File: src/rtl/conv1_window_gen.sv
// Streaming 3x3 window generator: raster pixels in, one packed 3x3xCH patch out per
// valid-padding window position (stride 1), one cycle after the qualifying accept.
module conv1_window_gen #(
    parameter int unsigned IMG_W = 8,
    parameter int unsigned IMG_H = 8,
    parameter int unsigned CH    = 3,
    parameter int unsigned DW    = 8
) (
    input  logic                   clk,
    input  logic                   rstn,
    input  logic                   in_valid,
    input  logic [CH*DW-1:0]       in_data,
    output logic                   in_ready,
    output logic                   valid,
    output logic [9*CH*DW-1:0]     output_act,
    output logic                   frame_done
);

    localparam int unsigned PW = CH * DW;
    localparam int unsigned OW = 9 * PW;
    localparam int unsigned CW = (IMG_W > 1) ? $clog2(IMG_W) : 1;
    localparam int unsigned RW = (IMG_H > 1) ? $clog2(IMG_H) : 1;

    logic [CW-1:0] col;
    logic [RW-1:0] row;
    logic          accept;
    logic          last_col;
    logic          last_row;
    logic          emit;

    logic [PW-1:0] lb1 [IMG_W];
    logic [PW-1:0] lb2 [IMG_W];
    // Two oldest window columns, indexed [dx][dy]; the third column is the incoming one.
    logic [PW-1:0] win [2][3];
    logic [PW-1:0] new_col [3];
    logic [OW-1:0] patch;

    assign accept   = in_valid && in_ready;
    assign last_col = (col == CW'(IMG_W - 1));
    assign last_row = (row == RW'(IMG_H - 1));
    assign emit     = accept && (row >= RW'(2)) && (col >= CW'(2));

    always_comb begin
        new_col[0] = lb2[col];
        new_col[1] = lb1[col];
        new_col[2] = in_data;
    end

    // Assemble the patch: channel k field, tap t = 3*dy + dx within it.
    always_comb begin
        patch = '0;
        for (int unsigned k = 0; k < CH; k++) begin
            for (int unsigned dy = 0; dy < 3; dy++) begin
                patch[(9*k + 3*dy + 0)*DW +: DW] = win[0][dy][k*DW +: DW];
                patch[(9*k + 3*dy + 1)*DW +: DW] = win[1][dy][k*DW +: DW];
                patch[(9*k + 3*dy + 2)*DW +: DW] = new_col[dy][k*DW +: DW];
            end
        end
    end

    always_ff @(posedge clk) begin
        if (!rstn) begin
            col <= '0;
            row <= '0;
        end else if (accept) begin
            if (last_col) begin
                col <= '0;
                row <= last_row ? '0 : row + RW'(1);
            end else begin
                col <= col + CW'(1);
            end
        end
    end

    always_ff @(posedge clk) begin
        if (!rstn) begin
            in_ready   <= 1'b0;
            valid      <= 1'b0;
            frame_done <= 1'b0;
            output_act <= '0;
        end else begin
            in_ready   <= 1'b1;
            valid      <= emit;
            frame_done <= emit && last_col && last_row;
            if (emit) begin
                output_act <= patch;
            end
        end
    end

    // Window and line buffers hold data only; emission gating keeps stale contents hidden.
    always_ff @(posedge clk) begin
        if (accept) begin
            for (int unsigned dy = 0; dy < 3; dy++) begin
                win[0][dy] <= win[1][dy];
                win[1][dy] <= new_col[dy];
            end
            lb2[col] <= lb1[col];
            lb1[col] <= in_data;
        end
    end

endmodule

File: config.mk
export PLATFORM = sky130hd
export DESIGN_NAME = conv1_window_gen
export DESIGN_NICKNAME = d
export VERILOG_FILES = /design/src/rtl/conv1_window_gen.sv
export SDC_FILE = /design/constraint.sdc
export NUM_CORES = 1
export LEC_CHECK = 0
export CAP_MARGIN = 20
export CORE_MARGIN = 10
export CORE_UTILIZATION = 45
export CTS_CLUSTER_SIZE = 28
export DETAILED_ROUTE_END_ITERATION = 8
export HOLD_SLACK_MARGIN = 0.03
export PLACE_DENSITY = 0.7
export SYNTH_ARGS = -nofsm -noshare
export SYNTH_HDL_FRONTEND = slang
export SYNTH_SLANG_ARGS = --single-unit
File: constraint.sdc
create_clock -name clk -period 9.2 [get_ports clk]
set_input_delay 2.3 -clock clk [delete_from_list [all_inputs] [get_ports clk]]
set_output_delay 2.3 -clock clk [all_outputs]
set_load 0.02 [all_outputs]
==> results of run 1 <==
-- layer usage --
| metal | track usage | routed length (um) |
|---|---|---|
| met4 | 0.0643 | 1670 |
| met2 | 0.282 | 31400 |
| met3 | 0.0432 | 6040 |
| met1 | 0.246 | 27700 |
| met5 | 0 | 12 |
-- layout by cell type, fill, tap and decap left out, types with 56 or more instances in the layout --
master | synthesis | layout
nand3_1 | 170 | 170
a21oi_1 | 172 | 172
o21ai_0 | 129 | 129
nand2_1 | 56 | 56
dfxtp_1 | 228 | 225
clkbuf_16 | 0 | 76
edfxtp_1 | 528 | 528
mux4_2 | 96 | 96
clkdlybuf4s50_1 | 0 | 244
-- worst register-to-register path: stages, from the launching register on --
cell	delay (ns)
dfxtp_1	0.49
inv_1	0.11
ha_1	0.25
nor3_4	0.18
buf_4	0.59
buf_4	0.89
o21ai_0	0.30
a21oi_1	0.20
-- metrics by stage --
step                      instance area [um^2]  worst slack [ns]  power [mW]  hold WS, ns
after floorplan                          27600             0.519        4.02        0.426
after detailed placement                 30700              3.75        4.13        0.436
after global placement                   30700              3.82        4.12        0.434
after CTS                                33000              4.38        7.00        0.446
final                                    33000              4.40        6.94        0.447
after global routing                     33000              4.20        7.15        0.451
-- worst max path at each step --
stage,startpoint,endpoint,slack [ns],cells past startpoint
after CTS,in_valid,lb1[4][0]$_DFFE_PP_,4.38,6
after detailed placement,in_valid,lb2[4][16]$_DFFE_PP_,3.75,6
final,in_valid,lb1[4][1]$_DFFE_PP_,4.40,6
after floorplan,in_valid,lb1[4][0]$_DFFE_PP_,0.52,4
after global routing,in_valid,lb1[4][23]$_DFFE_PP_,4.20,6
after global placement,in_valid,lb1[4][22]$_DFFE_PP_,3.82,6
-- sequential cells by signal, summed over array words and instances (netlist names), named ones only --
| register | flops |
|---|---|
| in_ready | 1 |
| col | 3 |
| lb1 | 192 |
| output_act | 216 |
| lb2 | 192 |
| row | 3 |
| valid | 1 |
| win | 144 |
| frame_done | 1 |
-- cells in the mapped netlist (3+ instances only) --
cell       instances  area (um^2)
buf_1             19         71.3
ha_1               6         75.1
nor2_1             6         22.5
nor3_1             4         20.0
inv_1              3         11.3
a21oi_1          172          861
o21ai_1           39          195
nand2_1           56          210
buf_2             42          210
o21ai_0          129          646
clkbuf_1          70          263
mux4_2            96         2160
mux2_4            40          601
dfxtp_1          228         4560
nand3_1          170          851
edfxtp_1         528        15900
mux2_2             8         90.1
o2bb2ai_2         40          601
o2bb2ai_1          8         70.1
buf_12             5          100
-- power by group --
group          switching (mW)  total [mW]  internal [mW]
clock                    1.23        2.88           1.65
sequential             0.0393        3.75           3.71
combinational           0.203       0.301         0.0980
-- cells by family (layout without fill, tap and decap cells) --
logic type / Yosys count / count (layout) / share of synthesized area
other cells: 0 / 2 / 0
simple gates: 244 / 244 / 0.0423
buf+inv: 141 / 406 / 0.0243
compound gates: 392 / 392 / 0.0878
flops: 756 / 756 / 0.739
mux: 145 / 145 / 0.104
fa+ha+maj: 6 / 6 / 0.00272
-- area by class of cell --
class,count,area [um^2]
Timing Repair Buffer,270,2680
Tap cell,782,978
Clock buffer,98,2010
Inverter,4,25.0
Antenna cell,2,5.00
Fill cell,4682,27600
Sequential cell,756,20400
Multi-Input combinational cell,787,6610
Clock inverter,34,297
==> results_dict.tcl, run 1 <==
set metrics [dict create \
    peakVddDrop_uv 127 \
    globalRouteTotalUtil 0.181 \
    routedWlPerCell_um 24.4 \
    crit_required_ns 9.42 \
    grt_pass1_wl_mm 98.3 \
    dp.cells 2597 \
    crit_slowest_cell "buf_4" \
    crit_path_end_kind "register" \
    post_cts_buffers 0 \
    synth_flop_cell "edfxtp_1" \
    cts_sinks 756 \
    syn_inst 1684 \
    crit_chain "clkdlybuf4s50_1 > nand2_1 > inv_6 > nand2_1 > nor3_2 > buf_4" \
    synthesis.area_um2 27600 \
    clock_tree.buffer_depth 3 \
    r2r_slack_ns 6.12 \
    ys_warn_count 0 \
    grt_max_degree 125 \
    power-per-cell-area_nw_per_um2 210 \
    crit_path_start_kind "primary input" \
    io_buffers 245 \
    whs_path_depth 0 \
    cp_top_family "buffers and inverters" \
    cpMostUsedCell "nand2_1" \
    ys_ff_latch 756 \
    cts.hold.buffers_added 0 \
    layoutNonFillerInstCount 2733 \
    holdPathEnd "win[0][15]$_DFFE_PP_" \
    ant_nets 0 \
    grt_pass1_vias 15200 \
    setup_viol 0 \
    die_y_um 268 \
    grt.overflow.total 0 \
    area_delta_synth_final_pct 19.6 \
    ys_types 34 \
    synth-edff-count 528 \
    antenna_found_initial 4 \
    final_core_util 0.545 \
    clkLatencyLatePin_ns 0.61 \
    dp_hpwl_mm 40.1 \
    fin_crit_sh 0.522 \
    fin_nets 1926 \
    ctsResizeCount 0 \
    synth.net_count 1717 \
    dr.pass1.iters 5 \
    routed_wl_mm 66.8 \
    num_rows 90 \
    tns_ns 0 \
    worst_slew_pin_slew_ns 1.07 \
    syn_avg_cell_area_um2 16.4 \
    rr_startpoint "col[0]$_SDFFE_PN0P_" \
    cts.clk_slew.worst_paths_ns 0.06 \
    slew_violations 0 \
    first_iter_violations 1506 \
    start_util 0.456 \
    maxCapViolCount 0 \
    cts_tree "yes" \
    power_leakage_nw 10.3 \
    cts-root-buf "clkbuf_16" \
    worstHoldStart "win[1][15]$_DFFE_PP_" \
    hold_path_class "reg2reg" \
    r2r_end "output_act[37]$_SDFFE_PN0P_" \
    reg2reg_depth 7 \
    outcome "finished clean" \
    io_pins 246 \
    die_x_um 268 \
    seq_area_frac_synth 0.739 \
    hold_viol_final 0 \
    drc 0 \
    slew_headroom 0.286 \
    vias 15700 \
    clock_skew_ns 0.0214 \
    critical_path_arrival_ns 5.02 \
    crit_type "in2reg" \
    rsz0062_at_grt "no" \
    die_area_um2 71700 \
    synthArstFlopShare 0 \
    htree_levels 3 \
    finalWeightedCongestion 0.791 \
    period_needed_ns 4.80 \
    cp_num_buf_inv 3 \
    slowest_delay_ns 0.70 \
    cts_buffers 74 \
    fp.coreArea_um2 60600 \
    avgViaCountPerCell 5.75 \
    drive_gt1_frac 0.170 \
    max_freq_mhz 208 \
    path_max_fanout 71 \
]
(Power assumes the default switching activity.)
==> inputs of run 2 (changes only) <==
==> constraint.sdc (replaced) <==
create_clock -name clk -period 4.94 [get_ports clk]
set_input_delay 1.235 -clock clk [delete_from_list [all_inputs] [get_ports clk]]
set_output_delay 1.235 -clock clk [all_outputs]
set_load 0.02 [all_outputs]
==> run 2 against run 1 <==
Worst setup slack worse by 2.7 ns. Largest power group unchanged. Routed wire length up 3.2%. Final area up 1.5%. Die area unchanged.
==> results_dict.tcl, run 2 (synthesis results as in run 1) <==
set metrics [dict create \
    outcome "finished clean" \
    m1WireLength_mm 29.4 \
    dr.pass1.iters 7 \
    num_rows 90 \
    cts.hold.buffers_added 0 \
    cts_sinks 756 \
    max_freq_mhz 310 \
    clock_skew_ns 0.0322 \
    clkLatencyLatePin_ns 0.63 \
    peakVddDrop_uv 252 \
    r2r_slack_ns 1.96 \
    top_regs "output_act: 216 flops, lb1: 192 flops, lb2: 192 flops" \
    htree_levels 3 \
    post_cts_buffers 0 \
    rsz0062_at_grt "no" \
    worst_slew_pin_slew_ns 1.07 \
    hold_viol_final 0 \
    path_max_fanout 86 \
    hold_path_class "reg2reg" \
    routedWlPerCell_um 25.0 \
    avgViaCountPerCell 5.80 \
    start_util 0.456 \
    grt_max_degree 152 \
    final_common_cell "edfxtp_1" \
    crit_required_ns 5.47 \
    die_x_um 268 \
    cts_tree "yes" \
    top_register "output_act" \
    grt.overflow.total 0 \
    slew_headroom 0.288 \
    slew_violations 0 \
    cts-root-buf "clkbuf_16" \
    ant_nets 0 \
    power_leakage_nw 10.5 \
    cts.clk_slew.worst_paths_ns 0.06 \
    die_area_um2 71700 \
    whs_path_depth 0 \
    fin_crit_sh 0.653 \
    antenna_found_initial 2 \
    crit_path_start_kind "primary input" \
    die_y_um 268 \
    routed.top_layer "met4" \
    fin_nets 1939 \
    fp.coreArea_um2 60600 \
    pre_cts_ws_ns 1.23 \
    finalWorstSetupSlack_ns 1.72 \
    globalRouteTotalUtil 0.189 \
    crit_path_end_kind "register" \
    power-per-cell-area_nw_per_um2 408 \
    routed_wl_mm 68.9 \
    largest_reg_flops 216 \
    grt_pass1_vias 15800 \
    critical_path_arrival_ns 3.76 \
    vias 16000 \
    finalWeightedCongestion 0.782 \
    reg2reg_depth 7 \
    area_delta_synth_final_pct 21.4 \
    maxCapViolCount 0 \
    drc 0 \
    setup_viol 0 \
    dp_hpwl_mm 41.8 \
    final_core_util 0.554 \
    crit_type "in2reg" \
    drive_gt1_frac 0.179 \
    clock_tree.buffer_depth 3 \
    io_buffers 245 \
    period_needed_ns 3.22 \
    cts_buffers 77 \
    wl_met3_mm 5.68 \
    ctsResizeCount 0 \
    met2_length_mm 31.8 \
    grt_pass1_wl_mm 103 \
    final_cell_mix "edfxtp_1 (528), clkdlybuf4s50_1 (244), dfxtp_1 (225), a21oi_1 (172), nand3_1 (170)" \
    io_pins 246 \
    first_iter_violations 1511 \
]
-- run 2: where the power goes --
| group | internal (mW) | total, mW | switching (mW) |
|---|---|---|---|
| registers | 6.92 | 6.99 | 0.0754 |
| clock network | 3.74 | 6.13 | 2.38 |
| logic | 0.188 | 0.571 | 0.383 |
| total | 10.8 | 13.7 | 2.84 |
-- run 2: path summary, 6_finish.rpt --
check / from / to
worst max-delay path: in_valid / output_act[37]$_SDFFE_PN0P_
worst min-delay path: win[1][4]$_DFFE_PP_ / win[0][4]$_DFFE_PP_
worst max register to register: col[0]$_SDFFE_PN0P_ / output_act[37]$_SDFFE_PN0P_
worst min register to register: win[1][4]$_DFFE_PP_ / win[0][4]$_DFFE_PP_
-- run 2: cell type report --
class / instances / area, um^2
fillers: 4684 / 27000
flip-flops and latches: 756 / 20400
multi-input cells: 787 / 6620
repair buffers: 280 / 2790
clock buffers: 109 / 2200
well taps: 782 / 978
clock inverters: 33 / 482
inverters: 4 / 25.0
diodes: 1 / 2.50
-- run 2: worst max-delay path, stage by stage --
cell,delay [ns]
clkdlybuf4s50_1,0.53
o311ai_4,0.16
buf_4,0.54
buf_4,0.75
o21ai_0,0.25
a21oi_1,0.22
-- run 2: stage by stage --
step / total power [mW] / hold slack (ns) / setup TNS (ns) / area, um^2 / std cells
5_1_grt: 14.1 / 0.456 / 0 / 33500 / 2751
3_5_place_dp: 7.70 / 0.433 / 0 / 30800 / 2609
6_report: 13.7 / 0.447 / 0 / 33500 / 2752
2_1_floorplan: 7.48 / 0.426 / -148.94 / 27600 / 1684
4_1_cts: 13.8 / 0.446 / 0 / 33500 / 2751
3_3_place_gp: 7.68 / 0.434 / 0 / 30800 / 2608
-- run 2: routing by layer --
metal,vias up,GRT usage
met2,641,0.291
met1,8233,0.261
li1,6984,-
met4,0,0.0719
met3,116,0.0421
met5,-,0
==> inputs of run 3 (changes only) <==
==> constraint.sdc (replaced) <==
create_clock -name clk -period 3.1 [get_ports clk]
set_input_delay 0.775 -clock clk [delete_from_list [all_inputs] [get_ports clk]]
set_output_delay 0.775 -clock clk [all_outputs]
set_load 0.02 [all_outputs]
==> run 3 against run 2 <==
Sequential power increased by 59%. Largest power group unchanged. Non-clock buffer count increased by 11. Final area increased by 0.83%. Clock power rose by 54%. Critical path type is now reg2out. Critical path depth shrank 5. Critical endpoint is now in_ready. Worst setup slack got worse by 1.2 ns. Sequential share of layout area is 0.50 points lower. Via count decreased by 0.63%. Clock skew decreased by 0.0081 ns.
==> results_dict.tcl, run 3 (synthesis results as in run 1) <==
set metrics [dict create \
    grt_pass1_wl_mm 103 \
    grt.overflow.total 0 \
    slew_headroom 0.449 \
    finalWeightedCongestion 0.808 \
    pre_cts_ws_ns 0.253 \
    power_mw 21.6 \
    power-per-cell-area_nw_per_um2 638 \
    worstHoldStart "win[1][24]$_DFFE_PP_" \
    vias 15900 \
    final_common_cell "edfxtp_1" \
    finalWorstSetupSlack_ns 0.472 \
    grt_max_degree 146 \
    routed_wl_mm 68.8 \
    post_cts_buffers 0 \
    worst_hold_slack_ns 0.449 \
    antenna-diode-count 0 \
    setup_viol 0 \
    power_frac_seq 0.516 \
    htree_levels 3 \
    clock_skew_ns 0.0241 \
    peakVddDrop_uv 382 \
    pwr-share-comb 0.045 \
    num_rows 90 \
    top_register "output_act" \
    antenna_found_initial 3 \
    hold_viol_final 0 \
    area_delta_synth_final_pct 22.4 \
    p_switching_mw 4.58 \
    ant_nets 0 \
    holdPathEnd "win[0][24]$_DFFE_PP_" \
    dp_hpwl_mm 43.4 \
    r2r_slack_ns 0.52 \
    whs_path_depth 0 \
    cts-root-buf "clkbuf_16" \
    critical_path_arrival_ns 1.85 \
    outcome "finished clean" \
    hold_path_class "reg2reg" \
    power_switching_share 0.212 \
    clkLatencyLatePin_ns 0.62 \
    clock_tree.buffer_depth 3 \
    max_freq_mhz 381 \
    fin_nets 1950 \
    rsz0062_at_grt "no" \
    io_buffers 245 \
    period_needed_ns 2.63 \
    crit_chain "clkdlybuf4s50_1" \
    slowest_delay_ns 0.71 \
    power_leakage_nw 10.6 \
    cts.hold.buffers_added 0 \
    cts.clk_slew.worst_paths_ns 0.06 \
    io_pins 246 \
    fin_crit_sh 0.848 \
    die_area_um2 71700 \
    place_area_um2 31200 \
    clockPowerShare 0.439 \
    cts_tree "yes" \
    dp.cells 2620 \
    start_util 0.456 \
    globalRouteTotalUtil 0.188 \
    cp_num_buf_inv 1 \
    die_y_um 268 \
    slew_violations 0 \
    drc 0 \
    fp.coreArea_um2 60600 \
    drive_gt1_frac 0.188 \
    routedWlPerCell_um 24.9 \
    maxCapViolCount 0 \
    design_area_um2 33800 \
    worst_slew_pin_slew_ns 0.824 \
    final_cell_mix "edfxtp_1 (528), clkdlybuf4s50_1 (244), dfxtp_1 (225), a21oi_1 (172), nand3_1 (170)" \
    cts_buffers 77 \
    largest_reg_flops 216 \
    crit_type "reg2out" \
    grt_pass1_vias 15900 \
    final_core_util 0.558 \
    crit_path_start_kind "register" \
    tns_ns 0 \
    p_int_mw 17.0 \
    first_iter_violations 1598 \
    crit_path_end_kind "output pin" \
    cp_top_family "buffers and inverters" \
    top_regs "output_act: 216 flops, lb1: 192 flops, lb2: 192 flops" \
    ctsResizeCount 0 \
    crit_required_ns 2.32 \
    die_x_um 268 \
    avgViaCountPerCell 5.74 \
    r2r_end "output_act[61]$_SDFFE_PN0P_" \
    reg2reg_depth 5 \
    layoutNonFillerInstCount 2763 \
    crit_slowest_cell "clkdlybuf4s50_1" \
    rr_startpoint "col[1]$_SDFFE_PN0P_" \
    path_max_fanout 5 \
    dr.pass1.iters 5 \
    cts_sinks 756 \
]
-- run 3: final cells by class --
cell class | instances | area, um^2
fillers | 4643 | 26800
multi-input cells | 787 | 6660
well taps | 782 | 978
clock inverters | 40 | 400
inverters | 4 | 46.3
flip-flops and latches | 756 | 20400
clock buffers | 103 | 2220
repair buffers | 291 | 3080
-- run 3: worst reg2reg max path: stages, from the launching register on --
cell	delay (ns)
dfxtp_1	0.64
ha_1	0.33
or3_4	0.66
buf_4	0.55
nand3_1	0.15
a21oi_1	0.17
-- run 3: routing by layer --
metal,vias to the layer above,wire (um),track usage
met2,601,31900,0.292
met3,120,5140,0.0365
met4,2,2190,0.0745
li1,6987,-,-
met5,-,13,0
met1,8163,29600,0.260
-- run 3: power groups by stage --
| stage | clock [mW] | sequential (mW) | combinational [mW] |
|---|---|---|---|
| final | 9.47 | 11.1 | 0.975 |
| after global routing | 10.0 | 11.1 | 1.04 |
| after CTS | 9.61 | 11.1 | 0.982 |
| after detailed placement | 0 | 11.3 | 0.978 |
| after global placement | 0 | 11.3 | 0.954 |
| after floorplan | 0 | 11.3 | 0.644 |
-- run 3: worst max path at each step --
stage                                    from                          end  slack [ns]  cells past startpoint
after floorplan                      in_valid          lb1[1][0]$_DFFE_PP_       -0.19                      2
after detailed placement             in_valid          lb1[4][3]$_DFFE_PP_        0.25                      6
after global placement               in_valid         lb1[4][13]$_DFFE_PP_        0.33                      6
after global routing      col[1]$_SDFFE_PN0P_  output_act[61]$_SDFFE_PN0P_        0.40                      5
after CTS                    in_ready$_DFF_P_                     in_ready        0.42                      1
final                        in_ready$_DFF_P_                     in_ready        0.47                      1
